$ cat src/rtl/reg_file_pkg.sv
// reg_file_pkg: shared FSM state encoding for the register file and its clear sequencer.
package reg_file_pkg;
   typedef enum logic {IDLE = 1'b0, CLEAR = 1'b1} state_e;
endpackage

$ cat src/rtl/reg_file_clr_seq.sv
// reg_file_clr_seq: clear-sweep FSM, walks addresses 0..DEPTH-1 one per enabled edge.
module reg_file_clr_seq
   import reg_file_pkg::*;
#(
   parameter int DEPTH = 8,
   parameter int AW    = 3
) (
   input  logic          clk_i,
   input  logic          rst_ni,
   input  logic          cen_i,
   input  logic          clr_i,
   output logic          busy_o,
   output logic          clr_en_o,
   output logic [AW-1:0] clr_addr_o
);
   state_e        state_q, state_d;
   logic [AW-1:0] cnt_q, cnt_d;
   logic          last;
   always_comb begin
      last    = cnt_q == AW'(DEPTH - 1);
      state_d = (state_q == IDLE) ? (clr_i ? CLEAR : IDLE) : (last ? IDLE : CLEAR);
      cnt_d   = (state_q == CLEAR && !last) ? cnt_q + 1'b1 : '0;
   end
   always_ff @(posedge clk_i or negedge rst_ni)
      if (!rst_ni) begin
         state_q <= IDLE;
         cnt_q   <= '0;
      end else if (cen_i) begin
         state_q <= state_d;
         cnt_q   <= cnt_d;
      end
   assign busy_o     = state_q == CLEAR;
   assign clr_en_o   = busy_o;
   assign clr_addr_o = cnt_q;
endmodule

$ cat src/rtl/reg_file.sv
// reg_file: DEPTH x WIDTH register file, two registered read ports with write-first bypass,
// optional hard-wired zero register and a multi-cycle clear sweep.
module reg_file
   import reg_file_pkg::*;
#(
   parameter int WIDTH    = 8,
   parameter int DEPTH    = 8,
   parameter int ZERO_REG = 1,
   localparam int AW      = $clog2(DEPTH)
) (
   input  logic             clk_i,
   input  logic             rst_ni,
   input  logic             cen_i,
   input  logic             wr_en_i,
   input  logic [AW-1:0]    wr_addr_i,
   input  logic [WIDTH-1:0] wr_data_i,
   input  logic [AW-1:0]    rd_addr_a_i,
   input  logic [AW-1:0]    rd_addr_b_i,
   input  logic             clr_i,
   output logic [WIDTH-1:0] out_a_o,
   output logic [WIDTH-1:0] out_b_o,
   output logic             busy_o
);
   logic [WIDTH-1:0] mem_q [DEPTH];
   logic [WIDTH-1:0] mem_d [DEPTH];
   logic [WIDTH-1:0] out_a_q, out_a_d, out_b_q, out_b_d;
   logic             clr_en, wr_ok;
   logic [AW-1:0]    clr_addr;

   reg_file_clr_seq #(.DEPTH(DEPTH), .AW(AW)) u_clr_seq (
      .clk_i      (clk_i),
      .rst_ni     (rst_ni),
      .cen_i      (cen_i),
      .clr_i      (clr_i),
      .busy_o     (busy_o),
      .clr_en_o   (clr_en),
      .clr_addr_o (clr_addr)
   );

   // Out-of-range and (optionally) zero addresses neither store nor read back.
   function automatic logic valid(input logic [AW-1:0] a);
      return ({1'b0, a} < (AW + 1)'(DEPTH)) && !(ZERO_REG != 0 && a == '0);
   endfunction

   function automatic logic [WIDTH-1:0] rd_val(input logic [AW-1:0] a, input logic [WIDTH-1:0] m,
                                               input logic wok, input logic [AW-1:0] wa,
                                               input logic [WIDTH-1:0] wd);
      return !valid(a) ? '0 : (wok && wa == a) ? wd : m;
   endfunction

   always_comb begin
      wr_ok   = wr_en_i && !busy_o && valid(wr_addr_i);
      mem_d   = mem_q;
      if (clr_en) mem_d[clr_addr] = '0;
      if (wr_ok) mem_d[wr_addr_i] = wr_data_i;
      out_a_d = busy_o ? '0 : rd_val(rd_addr_a_i, mem_q[rd_addr_a_i], wr_ok, wr_addr_i, wr_data_i);
      out_b_d = busy_o ? '0 : rd_val(rd_addr_b_i, mem_q[rd_addr_b_i], wr_ok, wr_addr_i, wr_data_i);
   end

   always_ff @(posedge clk_i or negedge rst_ni)
      if (!rst_ni) begin
         mem_q   <= '{default: '0};
         out_a_q <= '0;
         out_b_q <= '0;
      end else if (cen_i) begin
         mem_q   <= mem_d;
         out_a_q <= out_a_d;
         out_b_q <= out_b_d;
      end

   assign out_a_o = out_a_q;
   assign out_b_o = out_b_q;
endmodule

$ cat config.mk
export PLATFORM = sky130hd
export DESIGN_NAME = reg_file
export DESIGN_NICKNAME = d
export VERILOG_FILES = /design/src/rtl/reg_file_pkg.sv /design/src/rtl/reg_file_clr_seq.sv /design/src/rtl/reg_file.sv
export SDC_FILE = /design/constraint.sdc
export NUM_CORES = 1
export LEC_CHECK = 0
export ABC_AREA = 1
export CAP_MARGIN = 5
export CELL_PAD_IN_SITES_DETAIL_PLACEMENT = 1
export CELL_PAD_IN_SITES_GLOBAL_PLACEMENT = 2
export CORE_UTILIZATION = 33
export CTS_CLUSTER_SIZE = 25
export DETAILED_ROUTE_END_ITERATION = 16
export PLACE_DENSITY_LB_ADDON = 0.1
export SYNTH_ARGS = -nofsm -noshare
export SYNTH_HDL_FRONTEND = slang
export SYNTH_SLANG_ARGS = --single-unit
$ cat constraint.sdc
create_clock -name clk_i -period 1.5 [get_ports clk_i]
set_input_delay 0.225 -clock clk_i [delete_from_list [all_inputs] [get_ports clk_i]]
set_output_delay 0.225 -clock clk_i [all_outputs]
set_load 0.02 [all_outputs]
# Word level (Yosys, flattened, before mapping)
# Index checks and enable logic that the tools add are counted.
[word_totals]
ff_bits = 84
in_bits = 22
out_inout_bits = 17
elab_cells = 64
[op_classes]
addsub = 1
magnitude_cmp = 6
n_eq_ne = 3
muxes = 23
bitwise_logic = 6
reduce_logical = 13
[op_table]
columns = ["operator", "n"]
rows = [
  ["two-way mux 64 bit", 2],
  ["two-way mux 8 bit", 12],
  ["AND 64 bit", 1],
  ["bitwise mux 64 bit", 1],
  ["NOT 64 bit", 1],
  ["binary-select mux 8 bit (select 3 bit)", 2],
  ["demux 8 bit (select 3 bit)", 2],
  ["greater-or-equal comparator 4 bit, second input constant", 4],
  ["NOT 3 -> 4 bit", 4],
  ["logical NOT 3 bit", 3],
  ["less-than comparator 4 x 1 -> 1 bit, second input constant", 2],
  ["logical AND 1 bit", 7],
  ["== test 3 bit", 2],
  ["adder 3 x 1 -> 3 bit, second input constant", 1],
  ["== test 3 bit, second input constant", 1],
  ["logical NOT 1 bit", 3],
  ["two-way mux 1 bit", 3],
  ["two-way mux 3 bit", 1],
]

# Logic depth before layout (Yosys ltp)
# Gate-level depths: netlist of the first run.
[depth]
word_depth = 10
depth_mapped = 11
depth_no_buf = 9

# By module
# Synthesis of the first run repeated with hierarchy kept, for this count alone.
[hier_totals]
hier_cells = 708
area_unflattened_um2 = 4909.7
[by_module_without_submodules]
columns = ["mod", "instances", "cells_per_inst", "area_per_inst_um2", "seq_area_each_um2"]
rows = [
  ["reg_file", 1, 676, 4665.7, 2001.9],
  ["reg_file_clr_seq", 1, 32, 244.0, 100.1],
]

# Worst setup path before layout of the first run
# No wires, ideal clock.
[synth_path]
kind = "reg-to-reg"
startpoint = "register u_clr_seq.state_q (netlist: u_clr_seq.busy_o)"
endpoint = "register mem_q[32] (netlist bit)"
setup_ns = 0.127
t_arrival_ns = 1.372
required_time_ns = 1.373
slack_ns = 0.001
path_stages_with_launch = 9
path_buffers = 0
period_less_slack_ns = 1.499
path_cell_list = "dfrtp_1 > inv_2 > nand2_4 > a21oi_4 > nand2_4 > o21ai_2 > nand2_2 > nand2_1 > o21ai_0"
[synth_via]
elab_chain_len = 4
word_cells_on_any_way = 6
cone_classes = "mux: 3; reduce/logical: 3"
[synth_lines]
columns = ["element", "line", "source"]
rows = [
  ["start, declared", "reg_file_clr_seq.sv:16", "state_e state_q, state_d;"],
  ["start signal, assigned", "reg_file_clr_seq.sv:29", "state_q <= state_d;"],
  ["logical NOT 1 bit", "reg_file.sv:52", "wr_ok = wr_en_i && !busy_o && valid(wr_addr_i);"],
  ["logical AND 1 bit (2 in series)", "reg_file.sv:52", ""],
  ["two-way mux 64 bit *", "reg_file.sv:55", "if (wr_ok) mem_d[wr_addr_i] = wr_data_i;"],
  ["end signal, assigned", "reg_file.sv:66", "mem_q <= mem_d;"],
  ["end, declared", "reg_file.sv:24", "logic [WIDTH-1:0] mem_q [DEPTH];"],
]
# Mark *: on every way between the ends. The rest lies on a longest branch, timed or not.
# A chain may end at the register's enable or synchronous reset.

# Worst setup path in the final report of the first run
[layout_path]
startpoint = "register u_clr_seq.state_q (netlist: u_clr_seq.busy_o)"
endpoint = "output port busy_o"
[layout_rtl]
columns = ["element", "line", "source"]
rows = [
  ["end, declared", "reg_file.sv:22", "output logic busy_o"],
]
# No word-level cell between the ends.

==> results of run 1 <==
==> kinds of logic (layout without fill, tap and decap cells) <==
group | Yosys count | after routing | share of synthesized area
AO/OA/AOI/OAI | 63 | 63 | 0.0715
XOR/XNOR | 3 | 3 | 0.00685
adder cells (fa/ha/maj) | 3 | 3 | 0.00761
buffers and inverters | 85 | 176 | 0.0730
flip-flops | 84 | 84 | 0.426
AND/OR/NAND/NOR | 483 | 484 | 0.415
==> cells in the final DEF (no fill, tap or decap), drive strengths merged, types with 12 or more instances in the layout <==
cell           netlist  layout
buf                 22      66
clkbuf               7      12
clkdlybuf4s50        0      14
dfrtp               84      84
dlygate4sd2          0      18
inv                 54      55
nand2              353     354
nand3              102     102
nor2                16      16
o21ai               55      55
==> layout make-up <==
type | instances | area (um2) | share of cell area
well taps | 184 | 230 | 0.0358
clock inverters | 4 | 48.8 | 0.00759
flip-flops and latches | 84 | 2100 | 0.327
clock buffers | 12 | 246 | 0.0384
repair buffers | 104 | 1030 | 0.160
inverters | 56 | 210 | 0.0327
multi-input cells | 553 | 2560 | 0.398
==> metrics by stage <==
step,setup TNS (ns),hold slack [ns],power [uW],setup slack (ns),utilization
2_1_floorplan,0,-0.0706,4800,0.000822,-
3_3_place_gp,-20.62,0.133,5990,-0.419,0.410
3_5_place_dp,-23.10,0.135,6130,-0.447,0.410
4_1_cts,0,0.299,8450,0.00283,0.435
5_1_grt,-0.0217,0.317,9000,-0.0177,0.440
6_report,0,0.295,8430,0.0630,0.440
==> state kept, by name (all words and copies together) (netlist names) <==
name	flops
out_b_o	8
mem_q	64
out_a_o	8
u_clr_seq.busy_o	1
u_clr_seq.clr_addr_o	3
==> worst paths after layout <==
path	start	to	slack [ns]	cells past startpoint
min in group clk_i	wr_addr_i[1]	mem_q[0]$_DFFE_PN0P_	0.47	4
worst max-delay path	u_clr_seq.busy_o$_DFFE_PN0P_	busy_o	0.06	2
max in group asynchronous	rst_ni	mem_q[0]$_DFFE_PN0P_	0.68	3
worst min register to register	out_b_o[3]$_DFFE_PN0P_	out_b_o[3]$_DFFE_PN0P_	0.48	2
worst max register to register	u_clr_seq.busy_o$_DFFE_PN0P_	mem_q[9]$_DFFE_PN0P_	0.08	7
worst min-delay path	rst_ni	mem_q[54]$_DFFE_PN0P_	0.29	2
==> cell usage after synthesis (all sizes together) <==
library cell	n
a21oi	3
a31o	1
a31oi	1
buf	22
clkbuf	7
clkinv	2
dfrtp	84
ha	3
inv	54
nand2	353
nand3	102
nand4	8
nor2	16
nor3	3
nor4	1
o21ai	55
o22ai	3
xnor2	1
xor2	2
==> critical path: stages, from the launching register on <==
cell	delay [ns]
dfrtp_1	0.39
buf_4	0.16
dlygate4sd2_1	0.31
==> routing by layer <==
layer / vias to the layer above / share of wire
li1: 2463 / -
met1: 2524 / 0.47
met2: 85 / 0.47
met3: 26 / 0.033
met4: 0 / 0.029
met5: - / 0
==> power by group through the flow <==
stage          combinational (uW)  sequential [uW]  clock [uW]
3_5_place_dp                 2650             3480           0
5_1_grt                      3020             3540        2440
4_1_cts                      2650             3440        2350
2_1_floorplan                1420             3390           0
6_report                     2690             3450        2290
3_3_place_gp                 2560             3430           0
==> timing repair <==
| item | in CTS | in global routing |
|---|---|---|
| gates resized for setup | 24 | 26 |
| buffers inserted | 4 | 0 |
| endpoints found under the hold margin | 16 | 0 |
| setup endpoints to repair | 55 | 63 |
| cloned | 1 | 0 |
| hold buffers | 1 | 0 |
| pin swaps | 4 | 6 |
==> metrics.txt, run 1 <==
Slew Limit Fails=0; Final Cycle Share=0.958; crit end category=primary output; global routing met1 resource utilization=0.356; first-iteration detailed-routing DRC count=288; DR DRC count=0; required time reported for the critical path endpoint=1.27 ns; run status=completed; critical path fanouts, max=4; width of the die=124 um; Clock Root Buffer=clkbuf_16; post-synthesis instance total=721; standard-cell row count=44; buffers added on ports=38; pin count of the biggest net entering global routing=43; routing layer with the top usage in global route=met2; Leak=0.00327 uW; total congestion overflow after global routing=0; share of total power in combinational logic=0.319; total number of vias=5,098; H-Tree Level Count=3; Max Freq=0.696 GHz; final standard cell count with taps included and fillers excluded=997; GRT Util Overall=0.263; # nets final=833; relative slew slack=0.743; worst hold path class=input port to asynchronous set/reset pin; element type at the critical path start=flip-flop; switching power=3170 uW; Synth area leaders=dfrtp_1 43%, nand2_1 26%, nand3_1 10%, o21ai_0 5.3%, inv_1 3.6%; clock insertion delay at the later pin of the skew report=0.35 ns; DR WL/cell=19.1 um; antenna-violating nets left=0; Post-Route WL=19.0 mm; Core Footprint=14,600 um2; Fin. Hold Viols=0; part of the Yosys area used for sequential elements=0.426; Worst Max-Slew Pin Slew=0.384 ns; maximum root-to-sink buffer count=2; register bit total from synthesis=84; final setup vio count=0; Area after DPL=5990 um2; initial standard-cell utilization of the core=0.338; via count of the first global-routing pass=5,370; skew final=0.00463 ns; Critical Setup Path Class=flip-flop to primary output; number of inserted diodes=0; part of the power in the clock network=0.272; detailed-router iteration count before antenna repair=4; CTS sink cnt=84; met3 Usage GRT=0.0361; maximum vdd ir drop=0.652 mV; cell total after placement=975; cell-internal power=5270 uW; Mapped Avg Cell Area=6.84 um2; initial antenna violation count=0; post-synth top area share=0.426; total CTS buffers=9; Power Dens Cells=1310 nW/um2; global-route wire length before repair=31.0 mm; layout overhead on the synthesized area=30.2%; endpoint arrival time on the critical path=1.21 ns; height of the die=124 um; number of top-level pins=39; clock period minus final worst setup slack=1.44 ns; number of distinct library cell variants in the gate-level netlist after synthesis=32; total number of yosys warnings=0; detail-routed via count per cell=5.11; Final HPWL DP=14.6 mm; layout filler cell count=1,864; unrepaired setup endpoints after global routing=yes; met2 track demand over resource=0.422; Final Wtd Congestion=0.884; switching share of power=0.375; Total Die Area=15,400 um2; area leader, netlist=dfrtp_1; portion of total power attributed to sequential cells=0.409; clock tree from TritonCTS=yes; post-synthesis cell area=4930 um2; clock input transition at the sequential cells of the worst setup and hold paths=0.06 ns; Final Instance Area=6420 um2; max-capacitance violation count=0; share of final-layout standard cells stronger than drive strength 1=0.150; net count after synthesis=746
Note: power is estimated with default switching activity, not from simulation.
==> inputs of run 2 (changes only) <==
- REMOVE_ABC_BUFFERS: not set -> 1
==> run 2 against run 1 <==
Net effect: worst setup slack worse by 0.023 ns; critical path depth up 6; sequential share of layout area down 1.0 points; clock power down 2%; utilization up 1.4 points; clock skew down 0.00072 ns; first-iteration DRC count up 26%; global-route usage up 0.35 points; via count up 0.45%; worst hold slack better by 0.17 ns; combinational power up 8.9%; critical endpoint is now out_a_o[5]$_DFFE_PN0P_; highest routed layer unchanged.
==> metrics.txt, run 2 (synthesized netlist as in run 1, its figures left out) <==
run status=completed; worst hold path class=input port to asynchronous set/reset pin; clock period minus final worst setup slack=1.46 ns (+0.0235 ns); wire length on met1=9.34 mm (+5.4%); Final Instance Area=6630 um2 (+3.2%); final-layout worst hold slack=0.460 ns (+0.165 ns); initial antenna violation count=0 (unchanged); Post-Route WL=19.8 mm (+4.0%); DR DRC count=0 (unchanged); height of the die=124 um (unchanged); critical path fanouts, max=5 (+1); post-layout total power=8600 uW (+2.0%); clock input transition at the sequential cells of the worst setup and hold paths=0.07 ns (about the same); antenna-violating nets left=0 (unchanged); detail-routed via count per cell=5.09 (-0.55%); most common library cell in the layout ignoring fill and taps=nand2_1; required time reported for the critical path endpoint=1.74 ns (+0.47 ns); # nets final=843 (+1.2%); endpoint arrival time on the critical path=1.70 ns (+0.49 ns); unrepaired setup endpoints after global routing=yes; total CTS buffers=9 (unchanged); CTS sink cnt=84 (unchanged); Slew Limit Fails=0 (unchanged); pin count of the biggest net entering global routing=85 (+98%); Final Cycle Share=0.974 (+0.0156); max-capacitance violation count=0 (unchanged); number of inserted diodes=0 (unchanged); relative slew slack=0.681 (-0.0621); detailed-router iteration count before antenna repair=4 (unchanged); Max Freq=0.685 GHz (-1.6%); via count of the first global-routing pass=5,418 (+0.89%); met2 wirelength from detailed routing=9.30 mm (+3.4%); largest register by flop count=mem_q; first-iteration detailed-routing DRC count=363 (+26%); highest-count cells in the layout ignoring fill and taps=327 x nand2_1, 97 x nand3_1, 84 x dfrtp_1; clock tree from TritonCTS=yes; final setup slack of the worst path=0.0396 ns (-0.0235 ns); GRT Util Overall=0.267 (+0.00349); maximum vdd ir drop=0.636 mV (-2.4%); worst setup path startpoint=u_clr_seq.busy_o$_DFFE_PN0P_; element type at the critical path start=flip-flop; reg-to-reg startpoint=u_clr_seq.busy_o$_DFFE_PN0P_; Final Wtd Congestion=0.879 (-0.54%); layout overhead on the synthesized area=34.4%; crit end category=flip-flop; skew final=0.00391 ns (-0.000719 ns); Core Footprint=14,600 um2 (unchanged); share of final-layout standard cells stronger than drive strength 1=0.191 (+0.0407); Fin. Hold Viols=0 (unchanged); Worst Max-Slew Pin Slew=0.478 ns (+0.0946 ns); clock insertion delay at the later pin of the skew report=0.35 ns (about the same); total congestion overflow after global routing=0 (unchanged); standard-cell row count=44 (unchanged); end-of-flow core utilization=0.455 (+0.0142); Clock Root Buffer=clkbuf_16; width of the die=124 um (unchanged); met3 wire length=759 um (+22%); DR WL/cell=19.6 um (+3.0%); initial standard-cell utilization of the core=0.338 (unchanged); buffers added on ports=38 (unchanged); global-route wire length before repair=31.4 mm (+1.3%); Area after DPL=6000 um2 (+0.21%); Worst Setup Slack post-DPL=-0.467 ns (-0.0201 ns); final setup vio count=0 (unchanged); total number of vias=5,121 (+0.45%); Leak=0.00335 uW (+2.3%); Final HPWL DP=15.0 mm (+2.9%); maximum root-to-sink buffer count=2 (unchanged); Largest register FFs=64 (unchanged); H-Tree Level Count=3 (unchanged); number of top-level pins=39 (unchanged); Power Dens Cells=1300 nW/um2 (-1.2%); highest routed layer=met4; Total Die Area=15,400 um2 (unchanged); Critical Setup Path Class=flip-flop to flip-flop
-- run 2: worst max-delay path: stages, from the launching register on --
cell and delay (ns):
dfrtp_1 0.39, inv_2 0.10, nand2_4 0.09, a21oi_4 0.18
buf_6 0.17, buf_6 0.12, nand4_1 0.10, nand3_1 0.12
nand2_1 0.07
-- run 2: path summary, 6_finish.rpt --
kind	slack, ns	to	cells past startpoint
max in group asynchronous	0.68	mem_q[18]$_DFFE_PN0P_	3
min reg2reg	0.48	out_a_o[0]$_DFFE_PN0P_	2
max reg2reg	0.04	out_a_o[5]$_DFFE_PN0P_	8
min	0.46	mem_q[48]$_DFFE_PN0P_	3
min in group clk_i	0.48	out_a_o[0]$_DFFE_PN0P_	2
max	0.04	out_a_o[5]$_DFFE_PN0P_	8
-- run 2: final cells by class --
class                      instances  area [um2]
multi-input combinational        552        2670
tap                              184         230
timing repair buffer             115        1130
clock inverter                     3        20.0
inverter                          56         215
sequential                        84        2100
clock buffer                      13         270
fill                            1830        7960
-- run 2: report_power, final --
part,switching [uW],internal (uW)
sequential,552,2870
clock,986,1260
combinational,1750,1180
-- run 2: repair_timing --
action	CTS	global route
cloned	0	1
hold buffers	1	0
endpoints found under the hold margin	84	0
setup buffers	3	6
setup endpoints to repair	53	72
resized for setup	34	67
pin swaps	1	18
-- run 2: per-layer routing --
metal / up-vias / track usage
met1: 2523 / 0.372
met3: 24 / 0.0318
met2: 94 / 0.430
met4: 0 / 0.0829
li1: 2480 / -
met5: - / 0
-- run 2: per-stage QoR --
stage               cells  setup TNS, ns
finish               1007              0
global route         1007        -0.0339
CTS                  1000       -0.00347
detailed placement    980         -24.67
global placement      980         -22.39
floorplan             692          -1.51
